[config.mk]
export PLATFORM = sky130hd
export DESIGN_NAME = dsp_add_sched
export DESIGN_NICKNAME = d
export VERILOG_FILES = /design/src/rtl/dsp_add_sched.sv
export SDC_FILE = /design/constraint.sdc
export NUM_CORES = 1
export LEC_CHECK = 0
export CAP_MARGIN = 10
export CORE_UTILIZATION = 52
export DETAILED_ROUTE_END_ITERATION = 8
export HOLD_SLACK_MARGIN = 0.06
export PLACE_DENSITY = 0.83
export SLEW_MARGIN = 5
export SYNTH_ARGS = -nofsm -noshare
export SYNTH_HDL_FRONTEND = slang
export SYNTH_SLANG_ARGS = --single-unit
[constraint.sdc]
create_clock -name clock -period 5.83 [get_ports clock]
set_input_delay 1.4575 -clock clock [delete_from_list [all_inputs] [get_ports clock]]
set_output_delay 1.4575 -clock clock [all_outputs]
set_load 0.02 [all_outputs]
[src/rtl/dsp_add_sched.sv]
// Round-robin front end that shares one pipelined dsp_add among several requesters.
// A tag pipeline tracks each issued pair through the DSP. Sums go into a show-ahead response FIFO.
module dsp_add_sched #(
  parameter int  width      = 8,
  parameter int  num_req    = 4,
  parameter int  latency    = 2,
  parameter int  fifo_depth = 4,
  localparam int id_w       = (num_req > 1) ? $clog2(num_req) : 1
) (
  input  logic                     clock,
  input  logic                     reset,
  input  logic [num_req-1:0]       req_valid,
  output logic [num_req-1:0]       req_ready,
  input  logic [num_req*width-1:0] req_a,
  input  logic [num_req*width-1:0] req_b,
  output logic [width-1:0]         dsp_a,
  output logic [width-1:0]         dsp_b,
  input  logic [width-1:0]         dsp_y,
  output logic                     rsp_valid,
  input  logic                     rsp_ready,
  output logic [width-1:0]         rsp_data,
  output logic [id_w-1:0]          rsp_id
);

  localparam int stages = latency + 1;
  localparam int cnt_w  = $clog2(fifo_depth + 1);
  localparam int ptr_w  = (fifo_depth > 1) ? $clog2(fifo_depth) : 1;

  logic [width-1:0] a_slice [num_req];
  logic [width-1:0] b_slice [num_req];

  logic [id_w-1:0]  rr_ptr_reg;
  logic [id_w-1:0]  winner;
  logic [id_w-1:0]  cand;
  logic             found;
  logic             issue;
  logic [cnt_w-1:0] occ_reg;

  logic             tag_valid_reg [stages];
  logic [id_w-1:0]  tag_id_reg    [stages];

  logic [width-1:0] fifo_data_reg [fifo_depth];
  logic [id_w-1:0]  fifo_id_reg   [fifo_depth];
  logic [ptr_w-1:0] wr_ptr_reg;
  logic [ptr_w-1:0] rd_ptr_reg;
  logic [cnt_w-1:0] fifo_cnt_reg;
  logic             push;
  logic             pop;

  function automatic logic [ptr_w-1:0] ptr_inc(input logic [ptr_w-1:0] p);
    return (p == ptr_w'(fifo_depth - 1)) ? '0 : p + 1'b1;
  endfunction

  for (genvar gi = 0; gi < num_req; gi++) begin : g_req
    assign a_slice[gi]   = req_a[gi*width +: width];
    assign b_slice[gi]   = req_b[gi*width +: width];
    assign req_ready[gi] = issue && (winner == id_w'(gi));
  end

  // Search begins one past the last winner so every requester gets a turn.
  always_comb begin
    found  = 1'b0;
    winner = '0;
    cand   = '0;
    for (int k = 1; k <= num_req; k++) begin
      cand = id_w'((int'(rr_ptr_reg) + k) % num_req);
      if (!found && req_valid[cand]) begin
        found  = 1'b1;
        winner = cand;
      end
    end
  end

  // The registered occupancy is compared here, so a pop in this cycle cannot also let an issue through.
  // The reset term keeps req_ready low for as long as reset is held.
  assign issue = found && (occ_reg < cnt_w'(fifo_depth)) && reset;

  always_ff @(posedge clock or negedge reset) begin
    if (!reset) begin
      rr_ptr_reg <= id_w'(num_req - 1);
      dsp_a      <= '0;
      dsp_b      <= '0;
    end else if (issue) begin
      rr_ptr_reg <= winner;
      dsp_a      <= a_slice[winner];
      dsp_b      <= b_slice[winner];
    end
  end

  for (genvar gi = 0; gi < stages; gi++) begin : g_tag
    if (gi == 0) begin : g_head
      always_ff @(posedge clock or negedge reset) begin
        if (!reset) begin
          tag_valid_reg[gi] <= 1'b0;
          tag_id_reg[gi]    <= '0;
        end else begin
          tag_valid_reg[gi] <= issue;
          tag_id_reg[gi]    <= winner;
        end
      end
    end else begin : g_body
      always_ff @(posedge clock or negedge reset) begin
        if (!reset) begin
          tag_valid_reg[gi] <= 1'b0;
          tag_id_reg[gi]    <= '0;
        end else begin
          tag_valid_reg[gi] <= tag_valid_reg[gi-1];
          tag_id_reg[gi]    <= tag_id_reg[gi-1];
        end
      end
    end
  end

  assign push      = tag_valid_reg[stages-1];
  assign rsp_valid = (fifo_cnt_reg != '0);
  assign pop       = rsp_valid && rsp_ready;
  assign rsp_data  = fifo_data_reg[rd_ptr_reg];
  assign rsp_id    = fifo_id_reg[rd_ptr_reg];

  always_ff @(posedge clock or negedge reset) begin
    if (!reset) begin
      for (int i = 0; i < fifo_depth; i++) begin
        fifo_data_reg[i] <= '0;
        fifo_id_reg[i]   <= '0;
      end
      wr_ptr_reg <= '0;
    end else if (push) begin
      fifo_data_reg[wr_ptr_reg] <= dsp_y;
      fifo_id_reg[wr_ptr_reg]   <= tag_id_reg[stages-1];
      wr_ptr_reg                <= ptr_inc(wr_ptr_reg);
    end
  end

  always_ff @(posedge clock or negedge reset) begin
    if (!reset) begin
      rd_ptr_reg <= '0;
    end else if (pop) begin
      rd_ptr_reg <= ptr_inc(rd_ptr_reg);
    end
  end

  always_ff @(posedge clock or negedge reset) begin
    if (!reset) begin
      fifo_cnt_reg <= '0;
    end else begin
      case ({push, pop})
        2'b10:   fifo_cnt_reg <= fifo_cnt_reg + 1'b1;
        2'b01:   fifo_cnt_reg <= fifo_cnt_reg - 1'b1;
        default: fifo_cnt_reg <= fifo_cnt_reg;
      endcase
    end
  end

  // Occupancy counts tags in flight plus FIFO entries, which keeps the FIFO from ever overflowing.
  always_ff @(posedge clock or negedge reset) begin
    if (!reset) begin
      occ_reg <= '0;
    end else begin
      case ({issue, pop})
        2'b10:   occ_reg <= occ_reg + 1'b1;
        2'b01:   occ_reg <= occ_reg - 1'b1;
        default: occ_reg <= occ_reg;
      endcase
    end
  end

endmodule
==> results by group, run 1 <==
Power and ir drop
  • Gate power share: 49.0%
  • Pwr Density: 514 nW/um2
  • Peak ir drop on the vdd network: 0.245 mV
  • Pleak: 0.00211 uW
  • Sequential share of power: 36.7%
  • Internal power: 1730 uW
  • Switching Fraction: 35.8%
  • Sw Pwr: 964 uW
  • Clock Power Share: 14.3%

Setup path
  • Critical Path End Type: output pin
  • WS Path Type: input pin to output pin
  • CP max stage delay: 0.62 ns
  • Worst Path Arrival: 3.74 ns
  • Delay-heaviest family, CP: buffers and inverters
  • Critical Path, Cell by Cell: clkdlybuf4s50_1, nand2b_2, o211ai_1, o221a_2, and2_1, nor2b_1, clkdlybuf4s50_1
  • Crit path top cell by count: clkdlybuf4s50_1
  • Critical path startpoint: req_valid[3]
  • Worst setup path endpoint: req_ready[3]
  • Critical Path Source Type: input pin
  • R2R Path Start: rr_ptr_reg[0]
  • Critical R2R Capture: dsp_b[0]
  • Worst Path Buf+Inv: 2
  • Crit-path slowest cell: clkdlybuf4s50_1
  • CP Depth: 7
  • R2r setup slk: 3.14 ns
  • Worst path required time: 4.37 ns
  • Worst-path maximum fanout: 21
  • Reg2reg path depth: 6

Global route
  • Vias in the first global route: 2,915
  • Largest net degree at the start of global routing: 63
  • First-pass GRT wire length: 13.8 mm
  • Initial antenna violation count: 0
  • Total GRT Usage: 23.4%
  • Remaining Overflow, GRT: 0

Clock tree
  • CTS tree: yes
  • CTS Hold Buffers Added: 0
  • Resized Gates After CTS: 0
  • CTS sink count: 77
  • Worst-path clk slew: 0.07 ns
  • CTS max path bufs: 2
  • Clk Latency, worst-skew pair: 0.33 ns
  • Number of setup buffers added after CTS: 0
  • Number of H-tree levels: 3
  • Cts bufs inserted: 9
  • Root buf cell: clkbuf_8

Finish
  • Max reg flops: 32
  • Finished Core Util: 72.3%
  • Ant. Diodes: 0
  • Layout cells sized above 1: 24.5%
  • Fin area: 5240 um2
  • Area growth, synth to finish: 34.1%
  • Fin nets: 483

Logic synthesis
  • Post-synth net total: 376
  • Mapped Area: 3910 um2
  • Register area share after synthesis: 49.3%
  • Syn Inst Count: 288
  • Post-synthesis register bit count: 77
  • Synth Warn #: 0
  • Synth cell types: 41
  • Post-synthesis average cell area: 13.6 um2
  • Synth area leaders: dfrtp_1, mux2_2, mux4_2, mux2i_1, o31a_1
  • Post-synth EDFFs: 0
  • Yosys top cell by area: dfrtp_1
  • Synth async-reset ratio: 100%
  • Top FF cell, synth: dfrtp_1
  • Synth top area share: 48.0%

Placed design
  • DPL Wire Length: 6.27 mm
  • Placer Congestion: 0.964
  • Cell Area, Placed: 5050 um2
  • # port buffers: 109

Status
  • Status: finished clean

Timing
  • Setup TNS: 0 ns
  • Minimum clock period: 5.20 ns
  • Final setup vio count: 0
  • Slew @ Worst Pin: 1.06 ns
  • Fmax: 192 MHz
  • Setup Skew: 0.00998 ns
  • Final Cycle Share: 89.2%
  • RSZ-0062 raised after global routing: false
  • Final-report max-slew violation count: 0
  • Max-Slew Margin vs Limit: 29.2%
  • Final Hold Viols: 0

Routing
  • Iter 0 DRT Violations: 97
  • Vias/cell: 5.59
  • WL/cell: 17.0 um
  • Final WL: 8.48 mm
  • Vias: 2,787
  • Drt pass-1 iters: 4
  • Antenna-violating nets left: 0
  • DRC viols: 0

Die
  • Core Box Area: 7250 um2
  • Initial core utilization: 53.9%
  • Die ar.: 7870 um2
  • Die height: 88.7 um
  • Ports: 110
  • Die Width: 88.7 um
  • Rows: 31

Worst hold path
  • Min-Delay Path Class: flip-flop to flip-flop
  • Hold wc startpoint: tag_id_reg[5]

Job
  • Max-Cap Viols: 0
[synthesized netlist by cell type, types with 3 or more instances]
master / n
o31a_1: 12
a211oi_2: 7
a2111oi_1: 3
buf_2: 7
clkbuf_1: 7
mux4_2: 10
o31a_2: 4
ha_1: 7
a2111oi_0: 7
mux2i_1: 17
a2111oi_2: 6
inv_1: 8
a211oi_1: 10
dfrtp_1: 75
nor2_1: 21
xor2_1: 3
mux2_2: 42
nand2_1: 7
xnor2_1: 3
[per-stage QoR]
| step | hold slack (ns) | setup WS (ns) | total power (uW) | std cells |
|---|---|---|---|---|
| final | 0.352 | 0.630 | 2690 | 499 |
| after global placement | 0.332 | 0.744 | 2270 | 483 |
| after global routing | 0.353 | 0.539 | 2870 | 499 |
| after detailed placement | 0.336 | 0.628 | 2330 | 483 |
| after CTS | 0.353 | 0.619 | 2720 | 499 |
| after floorplan | 0.331 | 1.66 | 1850 | 288 |
[how the worst min path moves through the flow]
stage                                   to  slack, ns  cells past startpoint
final                        tag_id_reg[3]       0.35                      0
after global routing         tag_id_reg[3]       0.35                      0
after CTS                 tag_valid_reg[1]       0.35                      0
after detailed placement  tag_valid_reg[1]       0.34                      0
after global placement       tag_id_reg[1]       0.33                      0
after floorplan                       push       0.33                      0
[logic make-up (layout without fill, tap and decap cells)]
group	Yosys count	count (layout)	share of synthesized area (%)
AOI/OAI and AO/OA	58	58	14.7
adders and majority gates	9	9	3.26
and+or+nand+nor	43	43	5.73
DFF	77	77	49.3
muxes	69	69	22.2
buffers and inverters	26	138	3.49
xor gates and xnor gates	6	6	1.34
[placed cells by master (no fill, tap or decap), types with 8 or more instances in the layout]
master / synthesis / final
mux4_2: 10 / 10
nor2_1: 21 / 21
inv_1: 8 / 8
clkdlybuf4s50_1: 0 / 108
a211oi_1: 10 / 10
clkbuf_8: 0 / 10
mux2i_1: 17 / 17
dfrtp_1: 75 / 75
o31a_1: 12 / 12
mux2_2: 42 / 42
[power by group through the flow]
stage               Combinational (uW)  Clock (uW)  Sequential, uW
finish                            1320         386             987
global route                      1420         421            1020
CTS                               1330         394             991
detailed placement                1330           0             998
global placement                  1280           0             985
floorplan                          866           0             989
[area by class of cell]
cell class | instances | area (um2)
sequential | 77 | 1930
inverter | 9 | 33.8
fill | 511 | 2010
clock buffer | 12 | 145
tap | 99 | 124
clock inverter | 4 | 47.5
timing repair buffer | 113 | 1120
multi-input combinational | 185 | 1850
[layer usage]
metal / routed length, um / GRT usage, %
met2: 4300 / 39.5
met4: 198 / 9.82
met5: 0 / 0
met3: 449 / 5.88
met1: 3530 / 28.8
(Power assumes the default switching activity.)
==> run 2: changes to the inputs <==
--- a/config.mk
+++ b/config.mk
@@ -10,6 +10,7 @@
 export DETAILED_ROUTE_END_ITERATION = 8
 export HOLD_SLACK_MARGIN = 0.06
 export PLACE_DENSITY = 0.83
+export SETUP_SLACK_MARGIN = 0.4
 export SLEW_MARGIN = 5
 export SYNTH_ARGS = -nofsm -noshare
 export SYNTH_HDL_FRONTEND = slang
==> results of run 2 <==
Final layout, timing and power as in run 1 (identical DEF).
